===== src/rtl/tetris_step_sched.sv =====
// rtl/tetris_step_sched.sv - tetris step scheduler: gravity/key arbitration and check/commit/lock/spawn sequencing
// Optional feature: define SOFT_DROP_EN to let key_down request an immediate down step and restart gravity.
module tetris_step_sched #(
   parameter int TICK_DIV = 25_000_000
) (
   input  logic       CLOCK_50,
   input  logic       reset,
   input  logic       key_left,
   input  logic       key_right,
   input  logic       key_rot,
   input  logic       key_down,
   output logic       chk_req,
   output logic [1:0] chk_op,
   input  logic       chk_done,
   input  logic       chk_ok,
   output logic       commit,
   output logic       lock_req,
   input  logic       lock_done,
   output logic       spawn_req,
   input  logic       spawn_done,
   input  logic       spawn_ok,
   output logic       game_over
);

   localparam int            CW      = (TICK_DIV > 1) ? $clog2(TICK_DIV) : 1;
   localparam logic [CW-1:0] CNT_MAX = CW'(TICK_DIV - 1);

   localparam logic [1:0] OP_DOWN  = 2'b00;
   localparam logic [1:0] OP_LEFT  = 2'b01;
   localparam logic [1:0] OP_RIGHT = 2'b10;
   localparam logic [1:0] OP_ROT   = 2'b11;

   typedef enum logic [2:0] {
      S_SPAWN,
      S_READY,
      S_CHECK,
      S_COMMIT,
      S_LOCK,
      S_OVER
   } state_t;

   state_t          state_q;
   logic            chk_req_q, commit_q, lock_req_q, spawn_req_q, game_over_q;
   logic [1:0]      chk_op_q;

   logic [CW-1:0]   cnt_q, cnt_d;
   logic            wrap_q, wrap_d;

   // key_q holds the synchronised level, key_qq the previous one; a rise is key_q & ~key_qq
   logic            left_q, left_qq, right_q, right_qq, rot_q, rot_qq;
   logic            left_rise, right_rise, rot_rise, down_rise;

   logic            tick_pend_q, tick_pend_d;
   logic            left_pend_q, left_pend_d;
   logic            right_pend_q, right_pend_d;
   logic            rot_pend_q, rot_pend_d;

   logic            any_pend;
   logic [1:0]      sel_op;
   logic            leave_ready;
   logic            enter_lock;

   assign left_rise  = left_q  & ~left_qq;
   assign right_rise = right_q & ~right_qq;
   assign rot_rise   = rot_q   & ~rot_qq;

`ifdef SOFT_DROP_EN
   logic            down_q, down_qq;
   assign down_rise = down_q & ~down_qq;

   // soft-drop key synchroniser and edge history
   always_ff @(posedge CLOCK_50) begin
      if (reset) begin
         down_q  <= 1'b0;
         down_qq <= 1'b0;
      end else begin
         down_q  <= key_down;
         down_qq <= down_q;
      end
   end
`else
   logic            unused_key_down;
   assign unused_key_down = key_down;
   assign down_rise       = 1'b0;
`endif

   // move/rotate key synchronisers and edge history
   always_ff @(posedge CLOCK_50) begin
      if (reset) begin
         left_q   <= 1'b0;
         left_qq  <= 1'b0;
         right_q  <= 1'b0;
         right_qq <= 1'b0;
         rot_q    <= 1'b0;
         rot_qq   <= 1'b0;
      end else begin
         left_q   <= key_left;
         left_qq  <= left_q;
         right_q  <= key_right;
         right_qq <= right_q;
         rot_q    <= key_rot;
         rot_qq   <= rot_q;
      end
   end

   // gravity counter: free-runs outside OVER, restarts on a soft drop
   always_comb begin
      cnt_d  = cnt_q;
      wrap_d = 1'b0;
      if (state_q != S_OVER) begin
         if (cnt_q == CNT_MAX) begin
            cnt_d  = '0;
            wrap_d = 1'b1;
         end else begin
            cnt_d  = cnt_q + CW'(1);
         end
         if (down_rise) begin
            cnt_d  = '0;
         end
      end
   end

   // service selection: down beats rotate beats left beats right
   always_comb begin
      any_pend = tick_pend_q | rot_pend_q | left_pend_q | right_pend_q;
      if (tick_pend_q) begin
         sel_op = OP_DOWN;
      end else if (rot_pend_q) begin
         sel_op = OP_ROT;
      end else if (left_pend_q) begin
         sel_op = OP_LEFT;
      end else begin
         sel_op = OP_RIGHT;
      end
      leave_ready = (state_q == S_READY) && any_pend;
      enter_lock  = (state_q == S_CHECK) && chk_done && !chk_ok && (chk_op_q == OP_DOWN);
   end

   // pend flags: set on events, cleared when serviced (clear wins over a coincident set)
   always_comb begin
      tick_pend_d  = tick_pend_q  | wrap_q | down_rise;
      rot_pend_d   = rot_pend_q   | rot_rise;
      left_pend_d  = left_pend_q  | left_rise;
      right_pend_d = right_pend_q | right_rise;
      if (leave_ready && sel_op == OP_DOWN) begin
         tick_pend_d = 1'b0;
      end
      if ((leave_ready && sel_op == OP_ROT) || enter_lock) begin
         rot_pend_d = 1'b0;
      end
      if ((leave_ready && sel_op == OP_LEFT) || enter_lock) begin
         left_pend_d = 1'b0;
      end
      if ((leave_ready && sel_op == OP_RIGHT) || enter_lock) begin
         right_pend_d = 1'b0;
      end
   end

   // counter, wrap pulse and pend flag registers
   always_ff @(posedge CLOCK_50) begin
      if (reset) begin
         cnt_q        <= '0;
         wrap_q       <= 1'b0;
         tick_pend_q  <= 1'b0;
         rot_pend_q   <= 1'b0;
         left_pend_q  <= 1'b0;
         right_pend_q <= 1'b0;
      end else begin
         cnt_q        <= cnt_d;
         wrap_q       <= wrap_d;
         tick_pend_q  <= tick_pend_d;
         rot_pend_q   <= rot_pend_d;
         left_pend_q  <= left_pend_d;
         right_pend_q <= right_pend_d;
      end
   end

   // step sequencer with registered handshake outputs
   always_ff @(posedge CLOCK_50) begin
      if (reset) begin
         state_q     <= S_SPAWN;
         chk_req_q   <= 1'b0;
         chk_op_q    <= OP_DOWN;
         commit_q    <= 1'b0;
         lock_req_q  <= 1'b0;
         spawn_req_q <= 1'b0;
         game_over_q <= 1'b0;
      end else begin
         case (state_q)
            S_SPAWN: begin
               if (spawn_done) begin
                  spawn_req_q <= 1'b0;
                  if (spawn_ok) begin
                     state_q <= S_READY;
                  end else begin
                     state_q     <= S_OVER;
                     game_over_q <= 1'b1;
                  end
               end else begin
                  spawn_req_q <= 1'b1;
               end
            end
            S_READY: begin
               if (any_pend) begin
                  state_q   <= S_CHECK;
                  chk_req_q <= 1'b1;
                  chk_op_q  <= sel_op;
               end
            end
            S_CHECK: begin
               if (chk_done) begin
                  chk_req_q <= 1'b0;
                  if (chk_ok) begin
                     state_q  <= S_COMMIT;
                     commit_q <= 1'b1;
                  end else if (chk_op_q == OP_DOWN) begin
                     state_q    <= S_LOCK;
                     lock_req_q <= 1'b1;
                  end else begin
                     state_q <= S_READY;
                  end
               end
            end
            S_COMMIT: begin
               commit_q <= 1'b0;
               state_q  <= S_READY;
            end
            S_LOCK: begin
               if (lock_done) begin
                  lock_req_q  <= 1'b0;
                  spawn_req_q <= 1'b1;
                  state_q     <= S_SPAWN;
               end
            end
            S_OVER: begin
               chk_req_q   <= 1'b0;
               chk_op_q    <= OP_DOWN;
               commit_q    <= 1'b0;
               lock_req_q  <= 1'b0;
               spawn_req_q <= 1'b0;
               game_over_q <= 1'b1;
            end
            default: begin
               state_q <= S_SPAWN;
            end
         endcase
      end
   end

   assign chk_req   = chk_req_q;
   assign chk_op    = chk_op_q;
   assign commit    = commit_q;
   assign lock_req  = lock_req_q;
   assign spawn_req = spawn_req_q;
   assign game_over = game_over_q;

endmodule


===== config.mk =====
export PLATFORM = sky130hd
export DESIGN_NAME = tetris_step_sched
export DESIGN_NICKNAME = d
export VERILOG_FILES = /design/src/rtl/tetris_step_sched.sv
export SDC_FILE = /design/constraint.sdc
export NUM_CORES = 1
export LEC_CHECK = 0
export ABC_AREA = 1
export CORE_ASPECT_RATIO = 1.5
export CORE_MARGIN = 2
export CORE_UTILIZATION = 52
export DETAILED_ROUTE_END_ITERATION = 8
export PLACE_DENSITY_LB_ADDON = 0.08
export SETUP_SLACK_MARGIN = 0.1
export SYNTH_ARGS = -nofsm -noshare
export SYNTH_HDL_FRONTEND = slang
export SYNTH_SLANG_ARGS = --single-unit

===== constraint.sdc =====
create_clock -name CLOCK_50 -period 1.4 [get_ports CLOCK_50]
set_input_delay 0.28 -clock CLOCK_50 [delete_from_list [all_inputs] [get_ports CLOCK_50]]
set_output_delay 0.28 -clock CLOCK_50 [all_outputs]
set_load 0.03 [all_outputs]

After elaboration in Yosys (flattened, before gate mapping)
Index checks and enable logic that the tools add are counted. W data, S select, Z words.

Register bits: 46. Latch bits: 0. Bits in writable memories: 0. ROM bits: 0. Bits of input ports: 11. Output and inout port bits: 7. Word-level logic and storage cells: 119. Memories kept: 0.

Add/subtract/negate cells: 1. Multiply operators: 0. Div/mod/pow operators: 0. Magnitude comparators: 0. Eq/ne operators: 18. Shifts and indexed selects: 0. Mux-type cells: 32. Bitwise operators: 15. Reductions and logical operators: 34.

Operator list (count): $add A25 B1 Y25 const B (1); $eq A25 B25 Y1 const B (1); $mux W25 (1); $mux W3 (7); $pmux W3 S6 (1); $ne A2 B2 Y1 const B (7); $mux W1 (13); $reduce_or A2 Y1 (6); $reduce_and A5 Y1 (2); $pmux W1 S3 (3); $reduce_and A3 Y1 (3); $reduce_bool A3 Y1 (3); $logic_and A1 B1 Y1 (8); $mux W2 (4); $or A1 B1 Y1 (7); $eq A3 B2 Y1 const B (2); $eq A3 B3 Y1 const B (2); $reduce_bool A2 Y1 (3); $not A1 Y1 (5); $eq A2 B2 Y1 const B (2); $logic_not A2 Y1 (2); $pmux W1 S2 (2); $pmux W2 S2 (1); $reduce_and A2 Y1 (2); other kinds (8) (12).

Longest topological paths before layout
Gate-level depths: netlist (run 1).

Depth after elaboration: 7. Depth in mapped cells: 10. Depth with buffers taken out: 9.

Least setup slack after synthesis (run 1)
Ideal clock, no wire load.

Kind: register -> register. From: register cnt_q[0]. To: register cnt_q[17]. Setup time: 0.117 ns. Arrival: 1.283 ns. Data required time: 1.283 ns. Path slack: 0.000 ns. Cell stages (with the launch flop): 10. Buffers on the path: 1. Period minus slack after synthesis: 1.400 ns. Cell sequence: dfxtp_1 -> ha_1 -> nand2_1 -> nor2_1 -> nand2_1 -> nor2_1 -> a21oi_2 -> buf_4 -> nand2_1 -> nor2_1.

Longest elaborated chain between the ends: 2. Elaborated cells between the ends (all ways): 3. Classes of those cells: add/sub (1); eq/ne (1); mux (1).

Ends and longest elaborated chain: start: declaration (RTL line 46) `logic [CW-1:0] cnt_q, cnt_d;`; start signal: assignment (RTL line 169) `cnt_q <= cnt_d;`; $add A25 B1 Y25 / $eq A25 B25 Y1 (equally long branches) (RTL line 115, 111); $mux W25 (*) (RTL line 111) `if (cnt_q == CNT_MAX) begin`.

Mark *: on every way between the ends. The rest lies on a longest branch, timed or not. A chain may end at the register's enable or synchronous reset.

Worst setup path in the final report (run 1)
From: register cnt_q[1]. To: register cnt_q[5].

The elaborated chain is that of the path after synthesis.

==> run_results.csv, run 1 <==
group,metric,value,unit
global_routing,antenna_found_initial,0,
cts,ctsLongestPathBuffers,2,
final_layout,top_register,"cnt_q",
detailed_routing,wirelength,5930,um
power,p_leak,1.45,nW
worst_setup_path,cp_slowest_cell,"dfxtp_2",
global_routing,grt_first_pass_wirelength,9600,um
detailed_routing,routed-via-count,2359,
global_routing,overflow,0,
worst_setup_path,crit_family,"simple AND/OR/NAND/NOR gates",
floorplan,num_rows,30,
worst_setup_path,ff2ff_setup_slack,0.004,ns
cts,cts-root-buf,"clkbuf_8",
floorplan,io_pins,18,
floorplan,dieWidth,59.1,um
cts,cts_sinks,46,
final_layout,antenna_cells,0,
detailed_routing,drc_errors,0,
global_routing,grt_util_met1,25.1,%
global_routing,busiest_layer,"met2",
power,irDropWorstVdd,1.05,mV
synthesis,syn_avg_cell_area,6.58,sq um
floorplan,initial_utilization,53.1,%
detailed_routing,viasPerCell,5.02,
cts,h-tree-depth,2,
global_routing,met2_usage,46.6,%
final_layout,multi_input_area,1400,sq um
power,total_power,4.42,mW
worst_setup_path,path_class,"register to register",
floorplan,dieArea,5120,sq um
timing,final-setup-viol-count,0,
cts,hold_buffers,0,
power,p_per_area,1360,nW/um^2
timing,finalCriticalPeriod,1.40,ns
worst_setup_path,critical-path-max-stage-delay,0.37,ns
worst_setup_path,crit_chain,"ha_4, nand2_2, nor2_4, nand2_4, nor2_4, nand2_2, nand2_2, buf_12, nor3_1",
cts,clkSlewWorstSetupHoldPaths,0.09,ns
outcome,status,"finished clean",
synthesis,synth_nets,372,
floorplan,core_area,4470,sq um
synthesis,synth_seq_cells,46,
timing,worst_pin_slew,0.304,ns
synthesis,synthCells,360,
global_routing,grt_start_max_net_pins,16,
cts,cts_tree,"yes",
detailed_routing,routed_wire_length_per_instance,12.6,um
final_layout,final_cell_mix,"69 x nand2_1, 65 x nor2_1, 46 x inv_1",
timing,rsz0062_at_grt,"true",
final_layout,seq_area,936,sq um
final_layout,final_nets,433,
timing,skew,0.0120,ns
worst_setup_path,required,1.59,ns
placed_design,dp.cells,456,
final_layout,largest_reg_flops,25,
final_layout,final_common_cell,"nand2_1",
worst_setup_path,path_buf_inv,1,
final_layout,fill_cells,371,
timing,relSlewSlack,79.8,%
synthesis,yosysUniqueCellTypes,33,
global_routing,grt_pass1_vias,2253,
detailed_routing,first_pass_iters,4,
final_layout,areaGrowthSynthToFinish,37.7,%
timing,drv_slew,0,
cts,clkLatencyLatePin,0.31,ns
detailed_routing,drtAntennaViolNets,0,
placed_design,place_congestion,0.909,
worst_setup_path,cpMostUsedCell,"nand2_2",
timing,finalCritPeriodShare,99.7,%
cts,cts_buffers,5,
synthesis,syn_area,2370,sq um
placed_design,portBuffers,16,
worst_setup_path,critPathCaptureType,"register",
worst_setup_path,worstPathArrival,1.58,ns
detailed_routing,initialDrtViolationCount,105,
timing,finalHoldViolCount,0,
global_routing,grtUsageTotal,24.4,%
final_layout,drive_above_1_share,30.1,%
synthesis,yosysSeqAreaShare,38.9,%
run,drv_cap,0,
global_routing,use_met3,3.43,%
worst_setup_path,start_kind,"register",
floorplan,die_y,86.7,um
placed_design,dp_hpwl,4220,um
synthesis,ys_warn_count,0,
timing,timing.fmax,716,MHz
worst_setup_path,cp_max_fo,7,
final_layout,fin_cells,470,
min_path,hold_class,"register to register",
## cell type report
cell class,count,area share [%]
multi-input cells,254,43.0
flip-flops and latches,46,28.7
repair buffers,59,15.8
inverters,55,6.48
clock buffers,5,2.11
clock inverters,3,2.11
well taps,48,1.84
## synthesized netlist by cell type, drive strengths merged
master | count | area share (%)
nor2 | 90 | 16
nand2 | 88 | 15
inv | 54 | 8.6
dfxtp | 46 | 39
nand3 | 25 | 6.0
a21oi | 15 | 3.3
o21ai | 9 | 1.9
nor3 | 6 | 1.7
xor2 | 6 | 2.2
a31oi | 4 | 1.1
buf | 4 | 1.4
nand4 | 3 | 0.79
nand3b | 2 | 0.63
a211oi | 1 | 0.32
clkbuf | 1 | 0.16
clkinv | 1 | 0.16
ha | 1 | 0.53
mux2i | 1 | 0.42
nor3b | 1 | 0.32
o2111ai | 1 | 0.37
xnor2 | 1 | 0.37
## power by group
group	switching, mW	leakage, nW	total [mW]	internal, mW
Combinational	0.930	1.00	1.63	0.695
Clock	0.473	0.0683	1.19	0.715
Sequential	0.135	0.378	1.61	1.47
Total	1.54	1.45	4.42	2.88
## logic make-up (layout without fill, tap and decap cells)
kind of cell,after synthesis,count (layout),share of synthesized area [%]
buffers and inverters,60,122,10.3
muxes,1,1,0.422
DFF,46,46,38.9
xor gates and xnor gates,7,7,2.59
adders and majority gates,1,1,0.528
AOI/OAI and AO/OA,30,30,6.97
and+or+nand+nor,215,215,40.3
## path summary, 6_finish.rpt
kind                            depth (start not counted)                  start               endpoint
worst max register to register                          9  cnt_q[1]$_SDFFE_PP0P_  cnt_q[5]$_SDFFE_PP0P_
worst min register to register                          2       rot_q$_SDFF_PP0_      rot_qq$_SDFF_PP0_
worst min-delay path                                    2       rot_q$_SDFF_PP0_      rot_qq$_SDFF_PP0_
worst max-delay path                                    9  cnt_q[1]$_SDFFE_PP0P_  cnt_q[5]$_SDFFE_PP0P_
## through the flow
step	hold WS [ns]	util (%)	instance area [sq um]	setup slack, ns	setup TNS, ns
3_3_place_gp	0.413	64.1	2870	-0.139	-1.86
5_1_grt	0.457	73.1	3260	-0.0789	-1.16
3_5_place_dp	0.421	64.1	2870	-0.173	-2.40
2_1_floorplan	0.387	-	2380	0.106	0
6_report	0.436	73.1	3260	0.00429	0
4_1_cts	0.434	70.1	3130	0.0332	0
## routing by layer
layer	part of all wire, %	vias up
met2	56	41
li1	-	1234
met3	2.6	14
met1	39	1070
met5	0	-
met4	3.1	0
## what timing repair did
item                                    4_1_cts  5_1_grt
endpoints found under the setup margin       42       41
pin swaps                                     7       16
hold endpoints to repair                      0        0
buffers inserted                              3        4
resized for setup                            43       47
## worst min-delay path: cells and delay by family, from the launching register on
kind / cells / cell delay, ns
DFF: 1 / 0.31
buffers and inverters: 1 / 0.06
and+or+nand+nor: 1 / 0.04
(Power assumes the default switching activity.)
==> run 2, diff against run 1 <==
--- a/config.mk
+++ b/config.mk
@@ -10,7 +10,7 @@
 export CORE_MARGIN = 2
 export CORE_UTILIZATION = 52
 export DETAILED_ROUTE_END_ITERATION = 8
-export PLACE_DENSITY_LB_ADDON = 0.08
+export PLACE_DENSITY = 0.78
 export SETUP_SLACK_MARGIN = 0.1
 export SYNTH_ARGS = -nofsm -noshare
 export SYNTH_HDL_FRONTEND = slang
==> run 2 against run 1 <==
  * The run now ends with negative setup slack left
  * Clock skew fell by 0.0079 ns
  * Critical path depth unchanged
  * Final cell count is 1.1% lower
  * Non-clock buffer count down 5
  * Clock-buffer cell count stayed put
  * First-iteration DRC count down 13%
  * Sequential share of layout area rose by 0.52 points
  * Sequential power about the same
  * Critical endpoint is now cnt_q[13]$_SDFFE_PP0P_
  * Largest power group unchanged
==> run_results.csv, run 2 (synthesized netlist as in run 1, its figures left out) <==
group,metric,value,unit
outcome,status,"finished with violations",
outcome,failed_checks,"negative setup slack",
final_layout,design_area,3250,sq um
final_layout,areaGrowthSynthToFinish,37.1,%
worst_setup_path,cpMostUsedCell,"nor2_4",
global_routing,antenna_found_initial,0,
final_layout,final_nets,428,
floorplan,num_rows,30,
final_layout,final_common_cell,"nor2_1",
cts,clkSlewWorstSetupHoldPaths,0.09,ns
min_path,hp-start,"rot_q$_SDFF_PP0_",
worst_setup_path,rr_startpoint,"cnt_q[0]$_SDFFE_PP0P_",
global_routing,grtUsageTotal,23.8,%
worst_setup_path,crit_family,"simple AND/OR/NAND/NOR gates",
worst_setup_path,path_class,"register to register",
final_layout,final_core_util,72.7,%
detailed_routing,drc_errors,0,
final_layout,drive_above_1_share,31.9,%
cts,cts_buffers,5,
worst_setup_path,ff2ff_setup_slack,-0.02,ns
detailed_routing,drtAntennaViolNets,0,
cts,ctsLongestPathBuffers,2,
floorplan,die_y,86.7,um
timing,timing.fmax,703,MHz
min_path,holdPathEnd,"rot_qq$_SDFF_PP0_",
timing,drv_slew,0,
cts,cts_tree,"yes",
global_routing,grt_first_pass_wirelength,9400,um
detailed_routing,first_pass_iters,4,
placed_design,place_congestion,0.849,
worst_setup_path,start_kind,"register",
floorplan,dieWidth,59.1,um
timing,skew,0.00408,ns
min_path,hold_class,"register to register",
run,drv_cap,0,
final_layout,top_register,"cnt_q",
worst_setup_path,critPathCaptureType,"register",
power,total_power,4.29,mW
timing,final-setup-viol-count,6,
detailed_routing,wirelength,6160,um
timing,whs,0.433,ns
timing,fin_ws,-0.0220,ns
power,irDropWorstVdd,0.752,mV
floorplan,io_pins,18,
placed_design,dpl_cell_area,2820,sq um
detailed_routing,routed-via-count,2399,
worst_setup_path,cp_slowest_cell,"dfxtp_4",
floorplan,core_area,4470,sq um
worst_setup_path,path_buf_inv,1,
floorplan,dieArea,5120,sq um
timing,finalCriticalPeriod,1.42,ns
cts,cts_sinks,46,
timing,relSlewSlack,80.7,%
cts,h-tree-depth,2,
global_routing,grt_pass1_vias,2367,
cts,cts-root-buf,"clkbuf_8",
worst_setup_path,critical-path-max-stage-delay,0.37,ns
timing,finalCritPeriodShare,102,%
timing,finalHoldViolCount,0,
power,p_per_area,1320,nW/um^2
placed_design,portBuffers,16,
floorplan,initial_utilization,53.1,%
global_routing,overflow,0,
worst_setup_path,r2r_cells,9,
cts,clkLatencyLatePin,0.31,ns
timing,rsz0062_at_grt,"true",
global_routing,grt_start_max_net_pins,16,
worst_setup_path,crit_cells,9,
worst_setup_path,cp_max_fo,6,
worst_setup_path,r2r_end,"cnt_q[13]$_SDFFE_PP0P_",
placed_design,dp_hpwl,4060,um
worst_setup_path,worstPathArrival,1.64,ns
min_path,whs_path_depth,2,
final_layout,fill_cells,346,
worst_setup_path,required,1.61,ns
final_layout,largest_reg_flops,25,
final_layout,final_cell_mix,"67 x nor2_1, 64 x nand2_1, 48 x inv_1",
power,p_leak,1.41,nW
detailed_routing,viasPerCell,5.16,
detailed_routing,routed_wire_length_per_instance,13.3,um
cts,hold_buffers,0,
worst_setup_path,crit_chain,"ha_4, nand2_4, nor2_4, nand2_2, nor2_4, a21oi_4, clkbuf_16, nand2_1, nor2_1",
placed_design,place_ws,-0.106,ns
final_layout,antenna_cells,0,
timing,worst_pin_slew,0.289,ns
detailed_routing,initialDrtViolationCount,91,
==> run 2: changes by cell type in the layout (fill, tap and decap cells not counted), moves of 3 or more <==
| cell | change |
|---|---|
| dfxtp_1 | -6 |
| nand2_1 | -5 |
| dfxtp_2 | +4 |
| nand2_4 | +4 |
| buf_4 | -3 |
| nand3_1 | -3 |
| nand3_2 | +3 |
==> run 2: where the power goes <==
| group | switching (mW) | internal, mW | total [mW] |
|---|---|---|---|
| clock network | 0.495 | 0.532 | 1.03 |
| registers | 0.142 | 1.48 | 1.62 |
| logic | 0.944 | 0.694 | 1.64 |
==> run 2: what timing repair did <==
| action | 4_1_cts | 5_1_grt |
|---|---|---|
| setup buffers | 0 | 4 |
| setup endpoints to repair | 38 | 39 |
| pin swaps | 6 | 25 |
| resized for setup | 46 | 62 |
| cloned | 0 | 1 |
| endpoints found under the hold margin | 0 | 0 |
==> run 2: layout make-up <==
cell class / instances / area (sq um) / area share [%]
Tap cell: 48 / 60.1 / 1.85
Multi-Input combinational cell: 254 / 1440 / 44.4
Clock buffer: 5 / 68.8 / 2.12
Inverter: 55 / 206 / 6.36
Timing Repair Buffer: 54 / 477 / 14.7
Sequential cell: 46 / 948 / 29.2
Clock inverter: 3 / 45.0 / 1.39
==> run 2: per-stage QoR <==
stage	setup TNS (ns)	cells
2_1_floorplan	0	360
3_3_place_gp	-0.268	452
3_5_place_dp	-0.878	452
4_1_cts	0	460
5_1_grt	-0.831	465
6_report	-0.0754	465
==> run 2: metal layers <==
| layer | vias up | part of all wire, % | GRT usage, % |
|---|---|---|---|
| li1 | 1215 | - | - |
| met1 | 1109 | 37 | 22.5 |
| met2 | 54 | 56 | 45.8 |
| met3 | 21 | 2.4 | 3.73 |
| met4 | 0 | 4.1 | 14.3 |
| met5 | - | 0 | 0 |
==> run 2: tightest hold or removal path, delay by kind of cell (launching register included) <==
kind / cells / cell delay (ns)
simple gates: 1 / 0.04
flops: 1 / 0.31
buf+inv: 1 / 0.06
==> run 2: how the worst max path moves through the flow <==
stage / from / to
floorplan: cnt_q[1]$_SDFFE_PP0P_ / cnt_q[17]$_SDFFE_PP0P_
finish: cnt_q[0]$_SDFFE_PP0P_ / cnt_q[13]$_SDFFE_PP0P_
detailed placement: spawn_done / state_q[2]$_SDFFE_PP0P_
CTS: chk_op[1]$_SDFFE_PP0P_ / chk_op[1]
global route: cnt_q[1]$_SDFFE_PP0P_ / cnt_q[13]$_SDFFE_PP0P_
global placement: spawn_done / state_q[1]$_SDFFE_PP0P_
==> edit: new RTL, flow settings as in run 2 <==
Change the parameter `TICK_DIV` from 25_000_000 to 6_250_000.
--- a/src/rtl/tetris_step_sched.sv
+++ b/src/rtl/tetris_step_sched.sv
@@ -1,7 +1,7 @@
 // rtl/tetris_step_sched.sv - tetris step scheduler: gravity/key arbitration and check/commit/lock/spawn sequencing
 // Optional feature: define SOFT_DROP_EN to let key_down request an immediate down step and restart gravity.
 module tetris_step_sched #(
-   parameter int TICK_DIV = 25_000_000
+   parameter int TICK_DIV = 6_250_000
 ) (
    input  logic       CLOCK_50,
    input  logic       reset,
Formal check against the unedited RTL: same outputs for any inputs over 10 cycles, from zero or initial values and one cycle with reset high; that may be too few to reach the edited logic, so the function may still have changed.
==> edit against run 2 <==
  * The flow finishes with violations (design-rule violations)
  * Sequential cell count down 2
  * Design area down 7.8%
  * Wire length down 7.1%
  * Final cell count down 5.6%
  * Setup slack better by 53 ps
  * Synthesized area down 1.6%
  * Total power down 4.1%
  * Critical endpoint is now cnt_q[16]
==> edit: results (changes against run 2) <==
| Metric | Value |
|---|---|
| DP Worst Slack | -72.5 ps (was -106 ps) |
| Layout Nets | 405 (was 428) |
| Drt total wl | 5.73 mm (was 6.16 mm) |
| DP Cell Count | 425 (was 452) |
| Status | complete, but fails checks (unchanged) |
| H-Tree Depth | 2 (unchanged) |
| Syn Area/Cell | 6.76 µm² (was 6.58 µm²) |
| Warnings from Yosys | 0 (unchanged) |
| Pre-Repair DR Iteration Count | 9 (was 4) |
| DRC violations left | 1 (was 0) |
| Antenna-violating nets left | 0 (unchanged) |
| Vias in the first global route | 2216 (was 2367) |
| Initial drt markers | 91 (unchanged) |
| CP top delay family | simple AND/OR/NAND/NOR gates (unchanged) |
| Largest stage delay on the critical path | 370 ps (about the same) |
| Ys async rst share | 0% (unchanged) |
| Root buffer cell | clkbuf_8 (unchanged) |
| Hold/Removal Path Class | flip-flop to flip-flop (unchanged) |
| Largest cells by area after synthesis | dfxtp_1 (38%), nand2_1 (13%), nor2_1 (12%), inv_1 (6.4%), nand3_1 (4.9%) (was dfxtp_1 (39%), nand2_1 (13%), nor2_1 (13%), inv_1 (8.1%), nand3_1 (4.9%)) |
| Worst-skew pair later-pin latency | ~300 ps |
| Leakage power | 0.00130 µW (was 0.00141 µW) |
| Syn nets | 357 (was 372) |
| Placed inst area | 0.00270 mm² (was 0.00282 mm²) |
| Slowest-stage cell, CP | dfxtp_4 (unchanged) |
| FF-to-FF Start | cnt_q[0] (unchanged) |
| Proportion of layout cells with a drive suffix above 1 | 27.7% (was 31.9%) |
| Worst slew margin | 79.1% (was 80.7%) |
| Failing checks | design-rule violations (was negative setup slack) |
| Port Buf Inserts | 16 (unchanged) |
| Reg with most FFs | cnt_q (unchanged) |
| Clk slew on worst S/H paths | 90 ps (about the same) |
| First-pass GRT wire length | 9.26 mm (was 9.40 mm) |
| Max VDD drop | 0.704 mV (was 0.752 mV) |
| Bufs on Longest Clock Path | 2 (unchanged) |
| Sequential-to-total area share from yosys stat | 37.8% (was 38.9%) |
| CP Max Fanout | 5 (was 6) |
| Vias/cell | 5.24 (was 5.16) |
| GPL Wtd Cong | 0.955 (was 0.849) |
| Dpl hpwl | 3.97 mm (was 4.06 mm) |
| Layout Skew | 10.0 ps (was 4.08 ps) |
| Synth unique cells | 33 (unchanged) |
| Startpoint Class | flip-flop (unchanged) |
| CP arrival | 1610 ps (was 1640 ps) |
| Max reg flops | 23 (was 25) |
| Antenna fix cells | 0 (unchanged) |
| Num CTS Buffers | 5 (unchanged) |
| Gr usage total | 23.8% (about the same) |
| Commonest cells in the netlist | nand2_1 (79), nor2_1 (75), dfxtp_1 (44) (was nand2_1 (83), nor2_1 (82), inv_1 (51)) |
| Initial antenna violation count | 0 (unchanged) |
| HP Start | left_q (was rot_q) |
| Top_reg_cell synth | dfxtp_1 (unchanged) |
| Non-Filler Instances | 439 (was 465) |
| Largest net degree at the start of global routing | 19 (was 16) |
==> edit: changes by cell type after synthesis, moves of 3 or more <==
cell / before / now
nand2_1: 83 / 79
nor2_1: 82 / 75
nand3_2: 1 / 5
a31oi_1: 4 / 1
xnor2_1: 1 / 4
inv_1: 51 / 40
==> edit: cell type report <==
class | count | area, µm²
clock buffers | 5 | 68.8
clock inverters | 2 | 60.1
fillers | 376 | 1290
inverters | 45 | 176
multi-input cells | 254 | 1390
flip-flops and latches | 44 | 910
well taps | 46 | 57.6
repair buffers | 43 | 334
==> edit: worst reg2reg max path: stages (launching register included) <==
cell	delay [ps]
dfxtp_4	370
ha_4	140
inv_2	40
nor2_4	160
nand2_4	130
nor2_8	170
nand3_2	90
nand2_1	80
nand2_1	50
nor2_1	80
==> edit: where the power goes <==
part           switching [µW]  internal [µW]
registers                 159           1420
clock network             427            702
logic                     866            540
total                    1450           2660
==> edit: cells by family after synthesis <==
kind of cell	count (synthesis)	synth area share, %
compound gates	30	7.08
xor+xnor	8	3.00
fa+ha+maj	1	0.536
buf+inv	49	8.26
flops	44	37.8
mux	1	0.429
simple gates	212	42.9
==> edit: layer usage <==
layer	vias up	global-route usage [%]	wire length (µm)
met3	23	4.07	221
met2	61	43.7	3080
met1	1038	23.8	2150
li1	1178	-	-
met5	-	0	0
met4	0	14.7	269
==> edit: timing repair <==
action / CTS / global route
resized for setup: 34 / 40
endpoints found under the setup margin: 29 / 37
pin swaps: 9 / 9
gates cloned: 2 / 0
buffers inserted: 4 / 1
==> edit: worst paths after layout <==
path          endpoint  slack [ps]  cells after the start
max          cnt_q[16]          30                      9
min            left_qq         420                      2
max reg2reg  cnt_q[16]          30                      9
min reg2reg    left_qq         420                      2
